--- config.mk ---
export PLATFORM = sky130hd
export DESIGN_NAME = apmu_pmc_bank
export DESIGN_NICKNAME = d
export VERILOG_FILES = /design/src/rtl/apmu_ibex_pkg.sv /design/src/rtl/apmu_pmc_counter.sv /design/src/rtl/apmu_pmc_bank.sv
export SDC_FILE = /design/constraint.sdc
export NUM_CORES = 1
export LEC_CHECK = 0
export ABC_AREA = 1
export CAP_MARGIN = 20
export CELL_PAD_IN_SITES_DETAIL_PLACEMENT = 1
export CELL_PAD_IN_SITES_GLOBAL_PLACEMENT = 1
export CORE_MARGIN = 2
export CORE_UTILIZATION = 30
export DETAILED_ROUTE_END_ITERATION = 16
export GPL_ROUTABILITY_DRIVEN = 0
export PLACE_DENSITY = 0.59
export SETUP_SLACK_MARGIN = 0.05
export SLEW_MARGIN = 20
export SYNTH_ARGS = -nofsm -noshare
export SYNTH_HDL_FRONTEND = slang
export SYNTH_HIERARCHICAL = 1
export SYNTH_SLANG_ARGS = --single-unit
export TNS_END_PERCENT = 100
--- constraint.sdc ---
create_clock -name clk_i -period 5.4 [get_ports clk_i]
set_clock_uncertainty 0.15 [all_clocks]
set_input_delay 1.35 -clock clk_i [delete_from_list [all_inputs] [get_ports clk_i]]
set_output_delay 1.35 -clock clk_i [all_outputs]
set_load 0.005 [all_outputs]
--- src/rtl/apmu_ibex_pkg.sv ---
// apmu_ibex_pkg: shared types for the APMU performance-counter bank.
package apmu_ibex_pkg;
    typedef enum logic [1:0] {PMC_IDLE, PMC_REQ, PMC_WFP, PMC_WFO} pmc_op_e;
    typedef enum logic [1:0] {CNT, EVSEL, STATUS, RSVD} pmc_region_e;
    typedef enum logic [1:0] {IDLE, WAIT, RESP} pmc_bank_fsm_e;
    localparam int PMC_MAX_COUNTERS = 16;
endpackage

--- src/rtl/apmu_pmc_counter.sv ---
// apmu_pmc_counter: one 32-bit event counter with its event select and sticky overflow flag.
module apmu_pmc_counter
    import apmu_ibex_pkg::*;
#(
    parameter int NUM_EVENTS = 16,
    localparam int EW = $clog2(NUM_EVENTS)
) (
    input  logic                  clk_i,
    input  logic                  rst_ni,
    input  logic [NUM_EVENTS-1:0] event_i,
    input  logic                  cnt_we_i,
    input  logic                  sel_we_i,
    input  logic                  flag_clr_i,
    input  logic [31:0]           wdata_i,
    output logic [31:0]           cnt_o,
    output logic [EW-1:0]         sel_o,
    output logic                  flag_o
);
    logic [31:0] cnt_q, cnt_d;
    logic [EW-1:0] sel_q, sel_d;
    logic flag_q, flag_d, inc, wrap;

    always_comb begin
        inc = 32'(sel_q) < NUM_EVENTS ? event_i[sel_q] : 1'b0;
        wrap = inc && !cnt_we_i && &cnt_q;
        cnt_d = cnt_we_i ? wdata_i : cnt_q + 32'(inc);
        sel_d = sel_we_i ? wdata_i[EW-1:0] : sel_q;
        // a fresh wrap outranks any clear; a counter write outranks everything
        flag_d = !cnt_we_i && (wrap || (flag_q && !flag_clr_i));
    end

    always_ff @(posedge clk_i or negedge rst_ni) begin
        if (!rst_ni) begin
            cnt_q <= '0;
            sel_q <= '0;
            flag_q <= 1'b0;
        end else begin
            cnt_q <= cnt_d;
            sel_q <= sel_d;
            flag_q <= flag_d;
        end
    end

    assign cnt_o = cnt_q;
    assign sel_o = sel_q;
    assign flag_o = flag_q;
endmodule

--- src/rtl/apmu_pmc_bank.sv ---
// apmu_pmc_bank: APMU counter bank serving PMC_REQ/WFP/WFO requests.
// Optional overflow interrupt output enabled by APMU_PMC_OVF_IRQ_EN.
module apmu_pmc_bank
    import apmu_ibex_pkg::*;
#(
    parameter int          NUM_COUNTERS = 8,
    parameter int          NUM_EVENTS   = 16,
    parameter logic [31:0] BASE_ADDR    = 32'h0000_0000
) (
    input  logic                  clk_i,
    input  logic                  rst_ni,
    input  pmc_op_e               counter_op_i,
    output logic                  counter_gnt_o,
    output logic                  counter_rvalid_o,
    output logic                  counter_err_o,
    input  logic [31:0]           counter_addr_i,
    input  logic                  counter_we_i,
    input  logic [31:0]           counter_wdata_i,
    output logic [31:0]           counter_rdata_o,
    input  logic [NUM_EVENTS-1:0] event_i
`ifdef APMU_PMC_OVF_IRQ_EN
    ,
    output logic                  ovf_irq_o
`endif
);
    localparam int EW = $clog2(NUM_EVENTS);

    pmc_bank_fsm_e state_q, state_d;
    pmc_op_e op_q, op_d;
    pmc_region_e region;
    logic [3:0] idx, widx_q, widx_d;
    logic [31:0] rdata_q, rdata_d, rd_val, wcnt;
    logic err_q, err_d;
    logic dec_err, accept, resp_now, wr, wait_cond, wait_hit;
    logic [31:0] cnt [PMC_MAX_COUNTERS];
    logic [EW-1:0] sel [PMC_MAX_COUNTERS];
    logic [PMC_MAX_COUNTERS-1:0] flags;

    assign region = pmc_region_e'(counter_addr_i[7:6]);
    assign idx = counter_addr_i[5:2];

    always_comb begin
        dec_err = counter_addr_i[31:8] != BASE_ADDR[31:8] || counter_addr_i[1:0] != 2'b0
            || 32'(idx) >= NUM_COUNTERS || region == RSVD || (region == STATUS && idx != 4'd0)
            || (counter_op_i != PMC_REQ && region != CNT);
        accept = state_q == IDLE && counter_op_i != PMC_IDLE;
        resp_now = accept && (counter_op_i == PMC_REQ || dec_err);
        wr = accept && counter_op_i == PMC_REQ && counter_we_i && !dec_err;
        rd_val = region == CNT ? cnt[idx] : region == EVSEL ? 32'(sel[idx]) : 32'(flags);
        wcnt = cnt[widx_q];
        wait_cond = op_q == PMC_WFP ? !wcnt[31] && wcnt != 32'h0 : flags[widx_q];
        wait_hit = state_q == WAIT && counter_op_i != PMC_IDLE && wait_cond;
    end

    // slots beyond NUM_COUNTERS read as zero so the decode can index a fixed-size array
    for (genvar g = 0; g < PMC_MAX_COUNTERS; g++) begin : g_cnt
        if (g < NUM_COUNTERS) begin : g_on
            apmu_pmc_counter #(.NUM_EVENTS(NUM_EVENTS)) u_cnt (
                .clk_i      (clk_i),
                .rst_ni     (rst_ni),
                .event_i    (event_i),
                .cnt_we_i   (wr && region == CNT && 32'(idx) == g),
                .sel_we_i   (wr && region == EVSEL && 32'(idx) == g),
                .flag_clr_i ((wr && region == STATUS && counter_wdata_i[g])
                             || (wait_hit && op_q == PMC_WFO && 32'(widx_q) == g)),
                .wdata_i    (counter_wdata_i),
                .cnt_o      (cnt[g]),
                .sel_o      (sel[g]),
                .flag_o     (flags[g])
            );
        end else begin : g_off
            assign cnt[g] = '0;
            assign sel[g] = '0;
            assign flags[g] = 1'b0;
        end
    end

    always_ff @(posedge clk_i or negedge rst_ni) begin
        if (!rst_ni) state_q <= IDLE;
        else state_q <= state_d;
    end

    always_comb begin
        state_d = state_q;
        case (state_q)
            IDLE: state_d = !accept ? IDLE : resp_now ? RESP : WAIT;
            WAIT: state_d = counter_op_i == PMC_IDLE ? IDLE : wait_cond ? RESP : WAIT;
            default: state_d = IDLE;
        endcase
    end

    always_comb begin
        counter_gnt_o = state_q == IDLE;
        counter_rvalid_o = state_q == RESP;
    end

    always_comb begin
        op_d = accept ? counter_op_i : op_q;
        widx_d = accept ? idx : widx_q;
        rdata_d = resp_now ? (dec_err ? 32'h0 : rd_val) : wait_hit ? wcnt : rdata_q;
        err_d = resp_now ? dec_err : wait_hit ? 1'b0 : err_q;
    end

    always_ff @(posedge clk_i or negedge rst_ni) begin
        if (!rst_ni) begin
            op_q <= PMC_IDLE;
            widx_q <= '0;
            rdata_q <= '0;
            err_q <= 1'b0;
        end else begin
            op_q <= op_d;
            widx_q <= widx_d;
            rdata_q <= rdata_d;
            err_q <= err_d;
        end
    end

    assign counter_rdata_o = rdata_q;
    assign counter_err_o = err_q;

`ifdef APMU_PMC_OVF_IRQ_EN
    logic irq_q;
    always_ff @(posedge clk_i or negedge rst_ni) begin
        if (!rst_ni) irq_q <= 1'b0;
        else irq_q <= |flags;
    end
    assign ovf_irq_o = irq_q;
`endif
endmodule
==> impl_metrics.yaml, run 1 <==
run_status:
  run_status: "completed"
cts:
  cts-hold-fix-buffers: 0
  cts_made_buffers: 45
  max-clock-path-buffers: 3
  cts.htree.levels: 2
  post_cts_buffers: 0
  root_buffer: "clkbuf_16"
  tritoncts: "built"
  numClockSinks: 337
  worst_setup_hold_path_clk_slew_ns: 0.06
  worst_skew_late_latency_ns: 0.62
  ctsResizeCount: 0
yosys:
  synth_largest_type_area_fraction_pct: 31.3
  yosys.area.top_type: "dfrtp_1"
  ys_top_cells_by_count: "2003 x nand2_1, 363 x nor2_1, 337 x dfrtp_1"
  post_synth_inst_count: 4423
  synth_most_common_cell: "nand2_1"
  synth-async-reset-ratio_pct: 100
  ys_dominant_reg_cell: "dfrtp_1"
  post_synth_instance_area_um2: 26900
  sequential_to_total_area_share_from_yosys_stat_pct: 31.3
  synthTopCellsByArea: "dfrtp_1 31%, nand2_1 28%, nand3_1 5.5%"
  edff_count_synth: 0
  synth-seq-cells: 337
  synth.avg_cell_area_um2: 6.09
  synth_warnings: 6
  synth_cell_types: 48
  synth_fp_nets: 4524
worst_setup_path:
  cp_top_family: "simple AND/OR/NAND/NOR gates"
  cp_data_arrival_time_ns: 4.73
  max_stage_delay_ns: 0.50
  cp-end-kind: "register"
  path_cells: "clkdlybuf4s50_1 > nor2_1 > nand2_1 > o21ai_0 > inv_1 > nor2_1 > nand2_1 > nor3_2 > nand2_1 > nor3_2 > inv_1 > nor2_1 > a31oi_1"
  critical_path_class: "input pin to register"
  critical_path.max_fanout: 25
  setup.worst_path.start_class: "input pin"
  timing.critical_path.buf_inv: 3
  cp.required_ns: 5.71
  cp_slowest_cell: "clkdlybuf4s50_1"
pwr:
  pwr_density_cell_nw_per_um2: 285
  cellLeakagePower_uw: 0.0140
  vdd_ir_drop_max_uv: 200
layout:
  area_delta_synth_final_pct: 15.6
  final_nets: 4615
  final_core_util_pct: 35.1
  drive_above_1_share_pct: 7.58
  seqCellArea_um2: 8440
  nFillCells: 11700
  antenna_cells_inserted: 0
  multi_input_comb_area_um2: 16500
die:
  row_count: 109
  initial_core_util_pct: 30.4
  core-area_um2: 88600
  io_pins: 120
  die_height_um: 304
  die-area_um2: 92100
  dieWidth_um: 304
route:
  dr.first_iter.drc_count: 2679
  route.antenna.remaining_nets: 0
  route.detailed.drc: 0
  drt-pass1-iter-count: 6
  routedWlPerCell_um: 25.2
  routed_wire_length_um: 144000
  detail_route.vias_per_cell: 5.34
  vias: 30500
sta:
  layout_min_cycle_time_ns: 4.42
  report.final.hold_viol_count: 0
  worst_slew_pin_slew_ns: 1.19
  slew_headroom_pct: 20.1
  slew_viol_final: 0
  fmaxAchievable_ghz: 0.226
  slack_of_the_critical_path_ns: 0.977
  rsz0062_at_grt: "false"
  min_period_over_period_pct: 81.9
  finalSetupViolations: 0
  setup_tns_ns: 0
job:
  maxCapViolCount: 0
placed_design:
  port_buffers: 119
  detailed_place_hpwl_um: 110000
  dpl_worst_slack_ns: 0.416
min_path:
  hp-class: "register to register"
global_route:
  grt.met3_usage_pct: 3.31
  grt_pass1_wl_um: 210000
  first_global_vias: 30300
  grt_busiest_layer: "met2"
  grt_util_met1_pct: 43.1
  grt.total_usage_pct: 31.1
  grt-ovfl-total: 0
  grt_start_max_net_pins: 90
  gr-usage-met2_pct: 49.2
  grt_antenna_before_repair: 13
through the flow:
| step | instance area, um2 | std cells | power, uW | hold slack, ns |
|---|---|---|---|---|
| after floorplan | 26900 | 4423 | 4420 | 0.314 |
| after global routing | 31100 | 5714 | 9260 | 0.382 |
| after detailed placement | 29600 | 5632 | 5610 | 0.341 |
| final | 31100 | 5714 | 8880 | 0.348 |
| after CTS | 31100 | 5714 | 8900 | 0.359 |
| after global placement | 29600 | 5632 | 5590 | 0.342 |
cells by family (layout without fill, tap and decap cells):
| group | after synthesis | after routing | synth area share (%) |
|---|---|---|---|
| and+or+nand+nor | 2968 | 2968 | 46.3 |
| AOI/OAI and AO/OA | 539 | 539 | 11.6 |
| buffers and inverters | 486 | 612 | 7.50 |
| DFF | 337 | 337 | 31.3 |
| xor gates and xnor gates | 77 | 77 | 2.51 |
| adders and majority gates | 16 | 16 | 0.744 |
worst min-delay path: stages (launching register included):
cell and delay (ns):
dfrtp_1 0.34, nand3_1 0.07, nand2_1 0.05
cell type report:
cell class / instances / area share (%)
multi-input cells: 3600 / 53.1
flip-flops and latches: 337 / 27.1
repair buffers: 206 / 6.17
well taps: 1165 / 4.68
clock buffers: 67 / 4.31
inverters: 324 / 3.91
clock inverters: 15 / 0.695
worst paths after layout:
path	cells past startpoint	slack [ns]	endpoint	start
setup reg to reg	18	1.04	counter_rdata_o[31]	widx_q[0]
setup / recovery	13	0.98	g_cnt[2].g_on.u_cnt/cnt_o[26]	counter_addr_i[5]
hold reg to reg	2	0.35	counter_err_o	counter_err_o
hold / removal	2	0.35	counter_err_o	counter_err_o
min in group asynchronous	1	0.63	g_cnt[7].g_on.u_cnt/cnt_o[30]	rst_ni
max in group asynchronous	2	3.34	g_cnt[4].g_on.u_cnt/cnt_o[5]	rst_ni
power by group:
part | total [uW] | switching [uW] | internal (uW)
Clock | 3260 | 1310 | 1950
Sequential | 3370 | 572 | 2790
Combinational | 2260 | 1550 | 708
Total | 8880 | 3430 | 5450
cells in the final DEF, fill, tap and decap left out, drive strengths merged, types with 2 or more instances in the layout:
cell,count
nand2,2043
nor2,422
dfrtp,337
inv,319
nand3,313
o21ai,221
a21oi,144
a22oi,138
clkdlybuf4s50,117
buf,89
nor3,89
clkbuf,67
nand3b,45
xor2,44
xnor2,33
nand4,28
a31oi,23
or2,19
ha,16
clkinv,10
clkinvlp,5
bufinv,5
nor4,4
o31ai,3
o21bai,3
and3,3
o211ai,2
state kept, by name, summed over array words and instances, names as in the netlist:
signal,count
counter_err_o,1
counter_rdata_o,32
g_cnt.g_on.u_cnt/cnt_o,256
g_cnt.g_on.u_cnt/flag_o,8
g_cnt.g_on.u_cnt/sel_o,32
op_q,2
state_q,2
widx_q,4
layer usage:
| layer | up-vias | routed length (um) |
|---|---|---|
| met5 | - | 13 |
| met4 | 2 | 6630 |
| met3 | 241 | 7860 |
| met2 | 932 | 64200 |
| met1 | 15000 | 65500 |
| li1 | 14300 | - |
Note: power is estimated with default switching activity, not from simulation.
==> inputs of run 2 (changes only) <==
--- a/config.mk
+++ b/config.mk
@@ -13,7 +13,7 @@
 export CORE_UTILIZATION = 30
 export DETAILED_ROUTE_END_ITERATION = 16
 export GPL_ROUTABILITY_DRIVEN = 0
-export PLACE_DENSITY = 0.59
+export PLACE_DENSITY = 0.61
 export SETUP_SLACK_MARGIN = 0.05
 export SLEW_MARGIN = 20
 export SYNTH_ARGS = -nofsm -noshare
==> constraint.sdc (replaced) <==
create_clock -name clk_i -period 4.05 [get_ports clk_i]
set_clock_uncertainty 0.15 [all_clocks]
set_input_delay 1.0125 -clock clk_i [delete_from_list [all_inputs] [get_ports clk_i]]
set_output_delay 1.0125 -clock clk_i [all_outputs]
set_load 0.005 [all_outputs]
==> impl_metrics.yaml, run 2 (synthesis results as in run 1) <==
run_status:
  run_status: "completed"
layout:
  layout_commonest_cell: "nand2_1"
  multi_input_comb_area_um2: 16500
  drive_above_1_share_pct: 10.4
  post_layout_nonfiller_instances: 5857
  final_nets: 4759
  nFillCells: 11700
  layout_common_cells: "2003 x nand2_1, 357 x nor2_1, 335 x dfrtp_1"
  final_core_util_pct: 36.7
  antenna_cells_inserted: 0
  final_design_area_no_fill_um2: 32500
  seqCellArea_um2: 8440
  flip_flop_count_of_the_largest_register_after_layout: 256
  area_delta_synth_final_pct: 20.7
route:
  detail_route.vias_per_cell: 5.37
  vias: 31500
  routed_wire_length_um: 146000
  route.detailed.drc: 0
  routedWlPerCell_um: 24.9
  route.antenna.remaining_nets: 0
  drt-pass1-iter-count: 7
  dr.first_iter.drc_count: 3060
sta:
  rsz0062_at_grt: "false"
  slack_of_the_critical_path_ns: 0.263
  worst_slew_pin_slew_ns: 1.13
  fmaxAchievable_ghz: 0.264
  layout_min_cycle_time_ns: 3.79
  report.final.hold_viol_count: 0
  min_period_over_period_pct: 93.5
  slew_viol_final: 0
  slew_headroom_pct: 24.2
  whs_ns: 0.206
  finalSetupViolations: 0
worst_setup_path:
  critical_path.max_fanout: 33
  cp-end-kind: "register"
  critical_path_class: "register to register"
  cp.required_ns: 4.42
  cp_data_arrival_time_ns: 4.16
  setup.worst_path.start_class: "register"
cts:
  tritoncts: "built"
  worst_setup_hold_path_clk_slew_ns: 0.06
  root_buffer: "clkbuf_16"
  post_cts_buffers: 0
  worst_skew_late_latency_ns: 0.65
  cts.htree.levels: 2
  numClockSinks: 337
  cts-hold-fix-buffers: 0
  max-clock-path-buffers: 3
  cts_made_buffers: 46
global_route:
  gr-usage-met2_pct: 48.7
  grt_busiest_layer: "met2"
  grt_antenna_before_repair: 9
  grt-ovfl-total: 0
  grt.met3_usage_pct: 3.80
  grt_util_met1_pct: 43.9
  grt.total_usage_pct: 31.6
  grt_pass1_wl_um: 214000
  grt_start_max_net_pins: 78
  first_global_vias: 31300
die:
  row_count: 109
  core-area_um2: 88600
  dieWidth_um: 304
  io_pins: 120
  die_height_um: 304
  die-area_um2: 92100
  initial_core_util_pct: 30.4
pwr:
  vdd_ir_drop_max_uv: 289
  pwr_density_cell_nw_per_um2: 371
  cellLeakagePower_uw: 0.0148
placed_design:
  dpl_worst_slack_ns: -0.0308
  post_dp_cell_area_um2: 30900
  number_of_placed_cells_counting_well_taps: 5775
  detailed_place_hpwl_um: 113000
  port_buffers: 119
job:
  maxCapViolCount: 0
min_path:
  hp-class: "input pin to async pin"
[run 2: final timing paths]
path / depth (start not counted) / slack, ns / to / start
max reg2reg: 18 / 0.26 / counter_rdata_o[4] / widx_q[0]
max: 18 / 0.26 / counter_rdata_o[4] / widx_q[0]
min reg2reg: 2 / 0.35 / counter_err_o / counter_err_o
min: 1 / 0.21 / g_cnt[7].g_on.u_cnt/cnt_o[19] / rst_ni
min in group clk_i: 2 / 0.35 / counter_err_o / counter_err_o
max in group asynchronous: 2 / 2.63 / g_cnt[1].g_on.u_cnt/cnt_o[18] / rst_ni
[run 2: area by class of cell]
type                            instances  share of cell area (%)
Clock buffer                           64                    4.00
Tap cell                             1165                    4.48
Multi-Input combinational cell       3600                    50.9
Inverter                              324                    3.75
Clock inverter                         18                   0.820
Timing Repair Buffer                  349                    10.1
Sequential cell                       337                    26.0
[run 2: critical path: stages, from the launching register on]
cell,delay [ns]
dfrtp_4,0.43
clkinv_2,0.24
buf_4,0.30
nand2_1,0.07
nand2_1,0.07
nand2_1,0.09
nand3_1,0.14
nand2_1,0.22
nand2_1,0.11
nor2_1,0.13
nand2_1,0.07
nor2_1,0.25
nand2_1,0.14
o21ai_2,0.21
nand2_2,0.19
nand2_4,0.25
nand2_8,0.22
nand2_1,0.25
nand2_1,0.09
[run 2: routing by layer]
| metal | routed length (um) | up-vias |
|---|---|---|
| li1 | - | 14600 |
| met1 | 64900 | 15400 |
| met2 | 63400 | 1157 |
| met3 | 9700 | 291 |
| met4 | 7920 | 0 |
| met5 | 0 | - |
[run 2: report_power, final]
part           internal [uW]  switching, uW  total (uW)
clock network           2620           1770        4390
logic                   1090           2240        3330
registers               3730            609        4340
total                   7440           4620       12100
[run 2: through the flow]
stage	power (uW)	setup TNS (ns)
2_1_floorplan	5900	0
3_3_place_gp	7600	-0.00811
3_5_place_dp	7640	-0.0368
4_1_cts	12100	0
5_1_grt	12600	0
6_report	12100	0
[run 2: timing repair]
item	4_1_cts	5_1_grt
gates resized for setup	0	3
endpoints found under the hold margin	0	0
endpoints found under the setup margin	0	11
==> inputs of run 3 (changes only) <==
--- a/config.mk
+++ b/config.mk
@@ -14,7 +14,7 @@
 export DETAILED_ROUTE_END_ITERATION = 16
 export GPL_ROUTABILITY_DRIVEN = 0
 export PLACE_DENSITY = 0.61
-export SETUP_SLACK_MARGIN = 0.05
+export SETUP_SLACK_MARGIN = 0.4
 export SLEW_MARGIN = 20
 export SYNTH_ARGS = -nofsm -noshare
 export SYNTH_HDL_FRONTEND = slang
==> impl_metrics.yaml, run 3 (synthesis results as in run 1) <==
cts:
  cts_made_buffers: 46
  post_cts_buffers: 0
  cts-hold-fix-buffers: 0
  max-clock-path-buffers: 3
  tritoncts: "built"
  root_buffer: "clkbuf_16"
  numClockSinks: 337
  cts.htree.levels: 2
  worst_skew_late_latency_ns: 0.66
  worst_setup_hold_path_clk_slew_ns: 0.06
run_status:
  run_status: "completed"
die:
  io_pins: 120
  row_count: 109
  core-area_um2: 88600
  die-area_um2: 92100
  initial_core_util_pct: 30.4
  dieWidth_um: 304
  die_height_um: 304
route:
  dr.first_iter.drc_count: 2909
  vias: 31500
  routed_wire_length_um: 146000
  routedWlPerCell_um: 24.9
  route.antenna.remaining_nets: 0
  detail_route.vias_per_cell: 5.38
  drt-pass1-iter-count: 5
  route.detailed.drc: 0
pwr:
  power.net_switching_uw: 4630
  pwr_density_cell_nw_per_um2: 371
  vdd_ir_drop_max_uv: 290
  p_comb_share_pct: 27.7
  cellLeakagePower_uw: 0.0148
  clock_power_share_pct: 36.3
  power_frac_seq_pct: 36.0
  power.switching_fraction_pct: 38.3
  internal_power_uw: 7450
layout:
  seqCellArea_um2: 8440
  layout_commonest_cell: "nand2_1"
  antenna_cells_inserted: 0
  post_layout_nonfiller_instances: 5857
  final_design_area_no_fill_um2: 32500
  drive_above_1_share_pct: 10.5
  multi_input_comb_area_um2: 16600
  final_core_util_pct: 36.7
  flip_flop_count_of_the_largest_register_after_layout: 256
  area_delta_synth_final_pct: 20.9
  nFillCells: 11700
  layout_common_cells: "2001 x nand2_1, 357 x nor2_1, 335 x dfrtp_1"
  final_nets: 4759
placed_design:
  port_buffers: 119
  number_of_placed_cells_counting_well_taps: 5775
  post_dp_cell_area_um2: 30900
  dpl_worst_slack_ns: -0.0308
  detailed_place_hpwl_um: 113000
sta:
  finalSetupViolations: 0
  rsz0062_at_grt: "false"
  worst_slew_pin_slew_ns: 1.15
  slack_of_the_critical_path_ns: 0.592
  slew_headroom_pct: 22.8
  slew_viol_final: 0
  setup_tns_ns: 0
  min_period_over_period_pct: 85.4
  layout_min_cycle_time_ns: 3.46
  fmaxAchievable_ghz: 0.289
  report.final.hold_viol_count: 0
global_route:
  grt-ovfl-total: 0
  grt_start_max_net_pins: 78
  grt.total_usage_pct: 31.6
  grt_antenna_before_repair: 9
  first_global_vias: 31300
  grt_pass1_wl_um: 214000
min_path:
  hp-class: "input pin to async pin"
worst_setup_path:
  critical_path_class: "register to register"
  critical_path.max_fanout: 77
  reg_to_reg_startpoint: "widx_q[0]"
  cp-end-kind: "register"
  crit_path_start: "widx_q[0]"
  cp.required_ns: 4.43
  cp_data_arrival_time_ns: 3.84
  setup.worst_path.start_class: "register"
job:
  maxCapViolCount: 0
run 3: metrics by stage:
step | total power, uW | hold WS, ns
4_1_cts | 12100 | 0.227
5_1_grt | 12600 | 0.240
3_5_place_dp | 7640 | 0.348
3_3_place_gp | 7600 | 0.340
6_report | 12100 | 0.204
2_1_floorplan | 5900 | 0.314
run 3: worst paths after layout:
check / endpoint / slack, ns / depth (start not counted)
worst min register to register: counter_err_o / 0.35 / 2
worst max-delay path: counter_rdata_o[7] / 0.59 / 17
worst max register to register: counter_rdata_o[7] / 0.59 / 17
worst min-delay path: g_cnt[7].g_on.u_cnt/cnt_o[19] / 0.20 / 1
max in group asynchronous: g_cnt[1].g_on.u_cnt/cnt_o[18] / 2.64 / 2
min in group clk_i: counter_err_o / 0.35 / 2
run 3: final cells by class:
class / instances / share of cell area [%]
clock buffers: 64 / 3.99
clock inverters: 18 / 0.819
multi-input cells: 3600 / 50.9
repair buffers: 349 / 10.2
flip-flops and latches: 337 / 25.9
inverters: 324 / 3.74
well taps: 1165 / 4.48
run 3: worst max-delay path, cell delays in order (launching register included):
cell	delay (ns)
dfrtp_4	0.51
buf_8	0.25
nand2_1	0.13
nand2_1	0.09
nand2_1	0.07
nand2_1	0.11
nand2_1	0.22
nand2_1	0.12
nor2_1	0.14
nand2_1	0.06
nor2_1	0.23
nand2_1	0.14
o21ai_2	0.24
nand2_4	0.16
nand2_8	0.18
nand2_8	0.20
nand2_2	0.20
nand2_1	0.07
run 3: power by group through the flow:
stage / combinational, uW / sequential (uW) / clock, uW
after floorplan: 1730 / 4170 / 0
after global placement: 3230 / 4370 / 0
after detailed placement: 3260 / 4380 / 0
after CTS: 3290 / 4330 / 4480
after global routing: 3630 / 4390 / 4580
final: 3350 / 4340 / 4380
run 3: repair_timing:
action	4_1_cts	5_1_grt
resized for setup	3	13
hold endpoints to repair	0	0
setup endpoints to repair	26	34
run 3: per-layer routing:
layer | vias to the layer above | wire [um] | GRT usage [%]
met5 | - | 0 | 0
met4 | 0 | 7960 | 15.1
met3 | 294 | 9410 | 3.84
met2 | 1055 | 63500 | 48.7
met1 | 15500 | 65100 | 43.9
li1 | 14600 | - | -
